### src/rtl/clock_reset_pkg.sv
// Shared types and width helpers for the post-PLL clock and reset manager.
package clock_reset_pkg;

  typedef enum logic [1:0] {
    WAIT_LOCK = 2'd0,
    STABILISE = 2'd1,
    HOLD      = 2'd2,
    RUN       = 2'd3
  } state_t;

  localparam int DEF_NUM_CHANNELS       = 4;
  localparam int DEF_DIV_WIDTH          = 16;
  localparam int DEF_DIV                = 1;
  localparam int DEF_LOCK_STABLE_CYCLES = 1024;
  localparam int DEF_RESET_HOLD_CYCLES  = 16;
  localparam int DEF_LOSS_FILTER_CYCLES = 4;
  localparam int DEF_COUNT_WIDTH        = 8;

  // max(1, $clog2(n)): a counter or index never collapses to zero bits
  function automatic int calc_ch_w(input int n);
    return ($clog2(n) < 1) ? 1 : $clog2(n);
  endfunction

  localparam int DEF_CH_W   = calc_ch_w(DEF_NUM_CHANNELS);
  localparam int DEF_STAB_W = calc_ch_w(DEF_LOCK_STABLE_CYCLES);
  localparam int DEF_HOLD_W = calc_ch_w(DEF_RESET_HOLD_CYCLES);
  localparam int DEF_LOSS_W = calc_ch_w(DEF_LOSS_FILTER_CYCLES);

endpackage

### src/rtl/clock_enable_divider.sv
// One clock-enable channel: shadow/active divisor pair and a wrap counter
// that strobes on count zero while the system is running.
module clock_enable_divider
  import clock_reset_pkg::*;
#(
  parameter int DIV_WIDTH   = DEF_DIV_WIDTH,
  parameter int DEFAULT_DIV = DEF_DIV
) (
  input  logic                 i_clock_in,
  input  logic                 i_reset,
  input  logic                 i_run,
  input  logic                 i_load,
  input  logic [DIV_WIDTH-1:0] i_value,
  output logic                 o_strobe
);

  logic [DIV_WIDTH-1:0] r_shadow;
  logic [DIV_WIDTH-1:0] r_active;
  logic [DIV_WIDTH-1:0] r_div_cnt;
  logic [DIV_WIDTH-1:0] w_last;
  logic                 w_wrap;

  // A divisor of zero behaves like one, so its last count is also zero
  assign w_last = (r_active == '0) ? '0 : r_active - DIV_WIDTH'(1);
  assign w_wrap = (r_div_cnt == w_last);

  always_ff @(posedge i_clock_in or posedge i_reset) begin
    if (i_reset) begin
      r_shadow <= DIV_WIDTH'(DEFAULT_DIV);
    end else if (i_load) begin
      r_shadow <= i_value;
    end
  end

  // The active divisor only changes on a wrap, so a period is never cut short
  always_ff @(posedge i_clock_in or posedge i_reset) begin
    if (i_reset) begin
      r_active  <= DIV_WIDTH'(DEFAULT_DIV);
      r_div_cnt <= '0;
    end else if (!i_run) begin
      r_active  <= r_shadow;
      r_div_cnt <= '0;
    end else if (w_wrap) begin
      r_active  <= r_shadow;
      r_div_cnt <= '0;
    end else begin
      r_div_cnt <= r_div_cnt + DIV_WIDTH'(1);
    end
  end

  assign o_strobe = i_run && (r_div_cnt == '0);

endmodule

### src/rtl/clock_reset_manager.sv
// Qualifies the asynchronous PLL lock, sequences a stretched system reset
// and drives phase-aligned programmable clock-enable strobes.
module clock_reset_manager
  import clock_reset_pkg::*;
#(
  parameter int NUM_CHANNELS       = DEF_NUM_CHANNELS,
  parameter int DIV_WIDTH          = DEF_DIV_WIDTH,
  parameter int DEFAULT_DIV        = DEF_DIV,
  parameter int LOCK_STABLE_CYCLES = DEF_LOCK_STABLE_CYCLES,
  parameter int RESET_HOLD_CYCLES  = DEF_RESET_HOLD_CYCLES,
  parameter int LOSS_FILTER_CYCLES = DEF_LOSS_FILTER_CYCLES,
  parameter int COUNT_WIDTH        = DEF_COUNT_WIDTH
) (
  input  logic                                 i_clock_in,
  input  logic                                 i_reset,
  input  logic                                 i_pll_locked,
  input  logic                                 i_div_load,
  input  logic [calc_ch_w(NUM_CHANNELS)-1:0]   i_div_channel,
  input  logic [DIV_WIDTH-1:0]                 i_div_value,
  output logic                                 o_reset_out,
  output logic                                 o_ready,
  output logic [NUM_CHANNELS-1:0]              o_clk_enable,
  output logic [COUNT_WIDTH-1:0]               o_lock_loss_count
);

  localparam int CH_W   = calc_ch_w(NUM_CHANNELS);
  localparam int STAB_W = calc_ch_w(LOCK_STABLE_CYCLES);
  localparam int HOLD_W = calc_ch_w(RESET_HOLD_CYCLES);
  localparam int LOSS_W = calc_ch_w(LOSS_FILTER_CYCLES);

  localparam logic [STAB_W-1:0] STAB_LAST = STAB_W'(LOCK_STABLE_CYCLES - 1);
  localparam logic [HOLD_W-1:0] HOLD_LAST = HOLD_W'(RESET_HOLD_CYCLES - 1);
  localparam logic [LOSS_W-1:0] LOSS_LAST = LOSS_W'(LOSS_FILTER_CYCLES - 1);

  logic                   r_sync1;
  logic                   r_locked_s;
  state_t                 r_state;
  state_t                 w_next_state;
  logic [STAB_W-1:0]      r_stab_cnt;
  logic [STAB_W-1:0]      w_stab_next;
  logic [HOLD_W-1:0]      r_hold_cnt;
  logic [HOLD_W-1:0]      w_hold_next;
  logic [LOSS_W-1:0]      r_loss_cnt;
  logic [LOSS_W-1:0]      w_loss_next;
  logic                   w_loss_event;
  logic                   r_reset_out;
  logic                   r_ready;
  logic [COUNT_WIDTH-1:0] r_lock_loss_count;
  logic                   w_run;

  always_ff @(posedge i_clock_in or posedge i_reset) begin
    if (i_reset) begin
      r_sync1    <= 1'b0;
      r_locked_s <= 1'b0;
    end else begin
      r_sync1    <= i_pll_locked;
      r_locked_s <= r_sync1;
    end
  end

  // Counters restart from zero whenever they are not actively advancing
  always_comb begin
    w_next_state = r_state;
    w_stab_next  = '0;
    w_hold_next  = '0;
    w_loss_next  = '0;
    w_loss_event = 1'b0;
    case (r_state)
      WAIT_LOCK: begin
        if (r_locked_s) w_next_state = STABILISE;
      end
      STABILISE: begin
        if (!r_locked_s)               w_next_state = WAIT_LOCK;
        else if (r_stab_cnt == STAB_LAST) w_next_state = HOLD;
        else                           w_stab_next  = r_stab_cnt + STAB_W'(1);
      end
      HOLD: begin
        if (!r_locked_s)               w_next_state = WAIT_LOCK;
        else if (r_hold_cnt == HOLD_LAST) w_next_state = RUN;
        else                           w_hold_next  = r_hold_cnt + HOLD_W'(1);
      end
      RUN: begin
        if (!r_locked_s) begin
          if (r_loss_cnt == LOSS_LAST) begin
            w_next_state = WAIT_LOCK;
            w_loss_event = 1'b1;
          end else begin
            w_loss_next = r_loss_cnt + LOSS_W'(1);
          end
        end
      end
      default: w_next_state = WAIT_LOCK;
    endcase
  end

  always_ff @(posedge i_clock_in or posedge i_reset) begin
    if (i_reset) begin
      r_state     <= WAIT_LOCK;
      r_stab_cnt  <= '0;
      r_hold_cnt  <= '0;
      r_loss_cnt  <= '0;
      r_reset_out <= 1'b1;
      r_ready     <= 1'b0;
    end else begin
      r_state     <= w_next_state;
      r_stab_cnt  <= w_stab_next;
      r_hold_cnt  <= w_hold_next;
      r_loss_cnt  <= w_loss_next;
      r_reset_out <= (w_next_state != RUN);
      r_ready     <= (w_next_state == RUN);
    end
  end

  always_ff @(posedge i_clock_in or posedge i_reset) begin
    if (i_reset) begin
      r_lock_loss_count <= '0;
    end else if (w_loss_event && (r_lock_loss_count != '1)) begin
      r_lock_loss_count <= r_lock_loss_count + COUNT_WIDTH'(1);
    end
  end

  assign w_run = (r_state == RUN);

  // Exact-match decode: channel codes at or beyond NUM_CHANNELS select nothing
  for (genvar gi = 0; gi < NUM_CHANNELS; gi++) begin : g_ch
    logic w_load;
    assign w_load = i_div_load && (i_div_channel == CH_W'(gi));

    clock_enable_divider #(
      .DIV_WIDTH   (DIV_WIDTH),
      .DEFAULT_DIV (DEFAULT_DIV)
    ) u_div (
      .i_clock_in (i_clock_in),
      .i_reset    (i_reset),
      .i_run      (w_run),
      .i_load     (w_load),
      .i_value    (i_div_value),
      .o_strobe   (o_clk_enable[gi])
    );
  end

  assign o_reset_out       = r_reset_out;
  assign o_ready           = r_ready;
  assign o_lock_loss_count = r_lock_loss_count;

endmodule
### config.mk
export PLATFORM = sky130hd
export DESIGN_NAME = clock_reset_manager
export DESIGN_NICKNAME = d
export VERILOG_FILES = /design/src/rtl/clock_reset_pkg.sv /design/src/rtl/clock_enable_divider.sv /design/src/rtl/clock_reset_manager.sv
export SDC_FILE = /design/constraint.sdc
export NUM_CORES = 1
export LEC_CHECK = 0
export CELL_PAD_IN_SITES_DETAIL_PLACEMENT = 1
export CELL_PAD_IN_SITES_GLOBAL_PLACEMENT = 2
export CORE_AREA = 5 5 171 173
export CTS_BUF_LIST = sky130_fd_sc_hd__clkbuf_8
export DETAILED_ROUTE_END_ITERATION = 8
export DIE_AREA = 0 0 176 178
export HOLD_SLACK_MARGIN = 0.12
export PLACE_DENSITY_LB_ADDON = 0.1
export REMOVE_ABC_BUFFERS = 1
export SYNTH_ARGS = -nofsm -noshare
export SYNTH_HDL_FRONTEND = slang
export SYNTH_SLANG_ARGS = --single-unit
### constraint.sdc
create_clock -name i_clock_in -period 14.4 [get_ports i_clock_in]
set_input_delay 2.88 -clock i_clock_in [delete_from_list [all_inputs] [get_ports i_clock_in]]
set_output_delay 2.88 -clock i_clock_in [all_outputs]
set_load 0.05 [all_outputs]
==> impl_metrics.json, run 1 <==
{
  "fin_crit_ns": 5.73,
  "place.detailed.hpwl_mm": 21.8,
  "cap_viol_max_count": 0,
  "worstSkewPairLatency_ns": 0.55,
  "syn_area_um2": 12500,
  "cts_buffers": 40,
  "cts_buffer_depth": 3,
  "start_util_pct": 45.4,
  "ys_types": 79,
  "die_h_um": 178,
  "p_leak_uw": 0.00559,
  "p_switching_uw": 476,
  "status": "finished clean",
  "final_hold_viol_count": 0,
  "seq_area_um2": 5570,
  "setup_viol": 0,
  "power.density_nw_per_um2": 118,
  "grt_usage_pct": 20.5,
  "slowest_stage": "clkdlybuf4s50_1",
  "worstPathCellList": "or4_1 > nor2_1 > nand4_1 > nor2_1 > clkdlybuf4s50_1",
  "hold_buffers": 0,
  "synth_top_family_by_area": "simple AND/OR/NAND/NOR gates",
  "worstHoldPathType": "reg -> reg",
  "port_buffers": 35,
  "cp-start-kind": "register",
  "synth-xor-area-share_pct": 9.54,
  "fmax_ghz": 0.175,
  "ys_seq_area_share_pct": 44.6,
  "required_ns": 11.52,
  "finClkSkew_ns": 0.0189,
  "holdWs_ns": 0.349,
  "routabilityCongestion": 0.838,
  "globalRouteOverflowTotal": 0,
  "drt-initial-drc-count": 337,
  "path_max_fanout": 9,
  "grt_max_degree": 144,
  "root_buffer": "clkbuf_8",
  "multi_input_area_um2": 6490,
  "mostFrequentLayoutCell": "dfrtp_1",
  "diodes": 0,
  "h-tree-depth": 2,
  "drv_slew": 0,
  "core.rowCount": 61,
  "peakVddDrop_mv": 0.0732,
  "cts.sinks": 222,
  "finalCritPeriodShare_pct": 39.8,
  "clkPwrFrac_pct": 35.5,
  "cts_resized": 0,
  "synthAdderAreaFrac_pct": 1.60,
  "ys_ff_latch": 222,
  "async_reset_ff_share_pct": 100,
  "drt_wl_total_mm": 31.2,
  "synth.mux.area_fraction_pct": 12.6,
  "rsz0062_at_grt": "false",
  "crit_top_cell": "nor2_1",
  "slew_headroom_pct": 24.3,
  "vias": 9232,
  "tightest_slew_ns": 1.12,
  "yosysTopAreaCellShare_pct": 42.7,
  "max_stage_delay_ns": 0.82,
  "core_um2": 27500,
  "via_per_inst": 5.76,
  "p_int_uw": 1150,
  "rr_worst_depth": 9,
  "synth_compound_area_share_pct": 7.57,
  "die_w_um": 176,
  "synthTopCellsByArea": "dfrtp_1 43%, mux2_2 11%, xnor2_1 5.1%, xor2_1 3.9%, nor2_1 2.9%",
  "final_cell_mix": "213 x dfrtp_1, 120 x mux2_2, 95 x nor2_1, 72 x xnor2_1, 68 x nor3_1",
  "tns_ns": 0,
  "ant_nets": 0,
  "syn_area_per_cell_um2": 10.3,
  "yosys.area.top_type": "dfrtp_1",
  "whs_path_depth": 0,
  "die_area_um2": 31300,
  "layout.nets": 1267,
  "p_comb_share_pct": 16.5,
  "cts_tree": "done",
  "ys.flop_type": "dfrtp_1",
  "routedWlPerCell_um": 19.4,
  "pwr-share-seq_pct": 47.9,
  "n_fill_cell": 3023,
  "synth-simple-area-share_pct": 20.5,
  "final_core_util_pct": 50.3,
  "crit_type": "reg -> out",
  "path_clk_slew_ns": 0.06,
  "drcViolationCount": 0,
  "yosys_warnings": 0,
  "area_growth_pct": 10.7,
  "grt_pass1_vias": 9903,
  "drt_first_pass_iters": 4,
  "synth-edff-count": 0,
  "grt_antenna_before_repair": 0,
  "grt_pass1_wl_mm": 52.5,
  "cp_data_arrival_time_ns": 2.85,
  "post_cts_buffers": 0,
  "swShare_pct": 29.3,
  "drive_above_1_share_pct": 17.5,
  "synth_cells": 1211,
  "ios": 36,
  "cp-end-kind": "output pin"
}
==> area by class of cell <==
type,count,share of cell area (%)
Inverter,38,1.09
Multi-Input combinational cell,885,47.0
Clock inverter,24,0.915
Timing Repair Buffer,42,2.92
Sequential cell,222,40.3
Clock buffer,47,4.68
Tap cell,346,3.13
==> flip-flops by register name (all words and copies together), names as in the netlist <==
register,flops
r_hold_cnt,4
r_state,2
g_ch.u_div.r_active,64
o_ready,1
g_ch.u_div.r_div_cnt,64
r_locked_s,1
r_stab_cnt,10
r_loss_cnt,2
r_sync1,1
g_ch.u_div.r_shadow,64
o_reset_out,1
o_lock_loss_count,8
==> critical path, delay by kind of cell (launching register included) <==
family | cells | cell delay, ns
flip-flops | 1 | 0.47
AND/OR/NAND/NOR | 4 | 1.00
buffers and inverters | 1 | 0.82
==> metal layers <==
metal | track usage [%] | up-vias | routed length, um
met5 | 0 | - | 0
met4 | 6.60 | 0 | 776
met3 | 4.01 | 53 | 1170
met2 | 33.3 | 111 | 14600
met1 | 27.9 | 4673 | 14600
li1 | - | 4395 | -
==> kinds of logic after synthesis <==
logic type / after synthesis
compound gates: 130
xor+xnor: 131
fa+ha+maj: 16
buf+inv: 104
flops: 222
mux: 137
simple gates: 471
==> final timing paths <==
path	start	end	slack (ns)
max	g_ch[2].u_div.r_div_cnt[9]	o_clk_enable[2]	8.67
min	r_sync1	r_locked_s	0.35
max reg2reg	g_ch[0].u_div.r_active[2]	g_ch[0].u_div.r_active[9]	9.80
min reg2reg	r_sync1	r_locked_s	0.35
max in group asynchronous	i_reset	g_ch[3].u_div.r_active[6]	9.71
min in group asynchronous	i_reset	g_ch[1].u_div.r_active[11]	2.97
==> synthesized netlist by cell type (5+ instances only) <==
library cell,count
xor2_1,56
mux2i_1,6
and3_1,28
nand3b_1,5
clkbuf_1,48
o31ai_1,8
dfrtp_1,213
xnor2_1,72
or4_1,17
o21ai_0,34
buf_4,5
nor4b_1,7
nor2b_1,7
ha_1,16
nand2_1,51
nand4b_1,6
a21oi_1,21
mux2_4,9
dfstp_2,9
nand2b_1,12
nor2_1,95
nor3_1,68
nor4_1,27
inv_1,38
buf_2,7
nand4_1,19
or3_1,18
nand3_1,59
or2_2,6
mux2_2,120
and2_1,19
nor3b_1,11
==> metrics by stage <==
step,instance area (um^2),total power (uW),setup WS [ns],cells
3_3_place_gp,13000,1050,9.10,1533
6_report,13800,1620,8.67,1604
3_5_place_dp,13000,1060,9.06,1533
2_1_floorplan,12200,971,5.46,1145
5_1_grt,13800,1720,8.53,1604
4_1_cts,13800,1650,8.61,1604
==> power by group through the flow <==
stage	Combinational [uW]	Clock (uW)	Sequential, uW
3_5_place_dp	271	0	790
6_report	269	577	779
4_1_cts	272	602	779
2_1_floorplan	212	0	759
3_3_place_gp	265	0	785
5_1_grt	300	631	791
No activity file was read; power rests on OpenSTA's default activity.
==> run 2, diff against run 1 <==
- CORE_AREA: 5 5 171 173 -> 5 5 177 179
- DIE_AREA: 0 0 176 178 -> 0 0 182 184
- clock period: 14.4 -> 5.4 ns (I/O delays scaled with it)
==> impl_metrics.json, run 2 (same netlist as run 1, synthesis figures left out) <==
{
  "die_h_um": 184,
  "power.density_nw_per_um2": 314,
  "tightest_slew_ns": 1.13,
  "core_um2": 29400,
  "slowest_stage": "nor4_1",
  "dp.cells": 1582,
  "pwr-share-seq_pct": 47.3,
  "final_core_util_pct": 47.5,
  "layout.nets": 1271,
  "fmax_ghz": 0.240,
  "post_cts_buffers": 0,
  "crit_path_end": "g_ch[1].u_div.r_active[7]",
  "fin_ws_ns": 1.24,
  "h-tree-depth": 2,
  "pre_cts_ws_ns": 1.25,
  "p_leak_uw": 0.00563,
  "globalRouteOverflowTotal": 0,
  "drv_slew": 0,
  "path_max_fanout": 17,
  "core.rowCount": 63,
  "max_stage_delay_ns": 0.82,
  "grt_max_degree": 145,
  "finalCritPeriodShare_pct": 77.0,
  "cts_tree": "done",
  "n_fill_cell": 3253,
  "p_switching_uw": 1260,
  "setup.reg_to_reg.worst_slack_ns": 1.24,
  "slew_headroom_pct": 24.3,
  "drt_wl_total_mm": 31.6,
  "reg_top3": "g_ch.u_div.r_active: 64 flops, g_ch.u_div.r_div_cnt: 64 flops, g_ch.u_div.r_shadow: 64 flops",
  "p_comb_share_pct": 16.6,
  "cp-start-kind": "register",
  "die_w_um": 182,
  "stdcell_count": 1654,
  "multi_input_area_um2": 6480,
  "grt_pass1_wl_mm": 52.4,
  "drcViolationCount": 0,
  "grt_antenna_before_repair": 1,
  "fin_crit_ns": 4.16,
  "cts_resized": 0,
  "ios": 36,
  "rsz0062_at_grt": "false",
  "clkPwrFrac_pct": 36.1,
  "startpoint": "g_ch[1].u_div.r_active[6]",
  "worstPathCellList": "nor4_1 > nand4_1 > or4_1 > and3_1 > nand4b_1 > nor4_1 > a41oi_2 > buf_12 > mux2_2",
  "status": "finished clean",
  "grt_usage_pct": 19.1,
  "start_util_pct": 42.4,
  "final_cell_mix": "213 x dfrtp_1, 120 x mux2_2, 95 x nor2_1, 72 x xnor2_1, 68 x nor3_1",
  "rr_worst_depth": 9,
  "seq_area_um2": 5570,
  "mostFrequentLayoutCell": "dfrtp_1",
  "drt-initial-drc-count": 391,
  "vias": 9249,
  "peakVddDrop_mv": 0.195,
  "grt_pass1_vias": 9683,
  "area_growth_pct": 11.9,
  "place.detailed.hpwl_mm": 22.4,
  "drt_first_pass_iters": 5,
  "p_int_uw": 3120,
  "routabilityCongestion": 0.828,
  "final_hold_viol_count": 0,
  "finClkSkew_ns": 0.0142,
  "via_per_inst": 5.59,
  "worst-path-stages": 9,
  "setup_viol": 0,
  "hold_buffers": 0,
  "cp_data_arrival_time_ns": 4.57,
  "path_clk_slew_ns": 0.06,
  "swShare_pct": 28.8,
  "drive_above_1_share_pct": 18.3,
  "required_ns": 5.81,
  "crit_top_cell": "nor4_1",
  "cts_buffer_depth": 3,
  "root_buffer": "clkbuf_8",
  "reg2reg_from": "g_ch[1].u_div.r_active[6]",
  "crit_type": "reg -> reg",
  "cts_buffers": 39,
  "cpLargestDelayFamily": "simple AND/OR/NAND/NOR gates",
  "port_buffers": 35,
  "cap_viol_max_count": 0,
  "cp-end-kind": "register",
  "worstHoldPathType": "reg -> reg",
  "reg2reg_to": "g_ch[1].u_div.r_active[7]",
  "cts.sinks": 222,
  "worstPathBufferInverterCount": 1,
  "die_area_um2": 33500,
  "worstSkewPairLatency_ns": 0.54,
  "holdWs_ns": 0.350,
  "ant_nets": 0,
  "routedWlPerCell_um": 19.1
}
run 2: changes by cell type in the layout (fill, tap and decap cells not counted), moves of 2 or more:
cell      change
buf_4         +3
inv_1         -5
clkbuf_8      +4
clkinv_2      +2
buf_12        +2
run 2: how the worst min path moves through the flow:
| stage | start | cells past startpoint | end | slack [ns] |
|---|---|---|---|---|
| final | r_sync1 | 0 | r_locked_s | 0.35 |
| after global routing | r_sync1 | 0 | r_locked_s | 0.38 |
| after CTS | r_sync1 | 0 | r_locked_s | 0.35 |
| after detailed placement | r_sync1 | 0 | r_locked_s | 0.34 |
| after global placement | r_sync1 | 0 | r_locked_s | 0.33 |
| after floorplan | r_sync1 | 0 | r_locked_s | 0.33 |
run 2: layer usage:
layer | vias up | GRT usage, % | share of wire [%]
li1 | 4403 | - | -
met1 | 4678 | 26.3 | 47
met2 | 123 | 31.3 | 47
met3 | 45 | 3.13 | 3.5
met4 | 0 | 5.28 | 2.3
met5 | - | 0 | 0
run 2: layout make-up:
cell class | count | area share, %
multi-input combinational | 885 | 46.4
inverter | 38 | 1.08
sequential | 222 | 39.9
clock inverter | 20 | 0.780
tap | 390 | 3.50
antenna | 1 | 0.0179
timing repair buffer | 47 | 3.33
clock buffer | 51 | 5.03
run 2: stage by stage:
step                      power (uW)  TNS [ns]  area (um^2)
after floorplan                 2590   -371.54        12200
after global routing            4640         0        14000
after CTS                       4470         0        14000
after detailed placement        2830         0        13100
final                           4380         0        14000
after global placement          2800         0        13100
run 2: power groups by stage:
stage	clock network, uW	logic, uW	registers, uW
final	1580	725	2070
after global routing	1730	804	2100
after CTS	1660	734	2070
after detailed placement	0	729	2100
after global placement	0	712	2090
after floorplan	0	566	2020
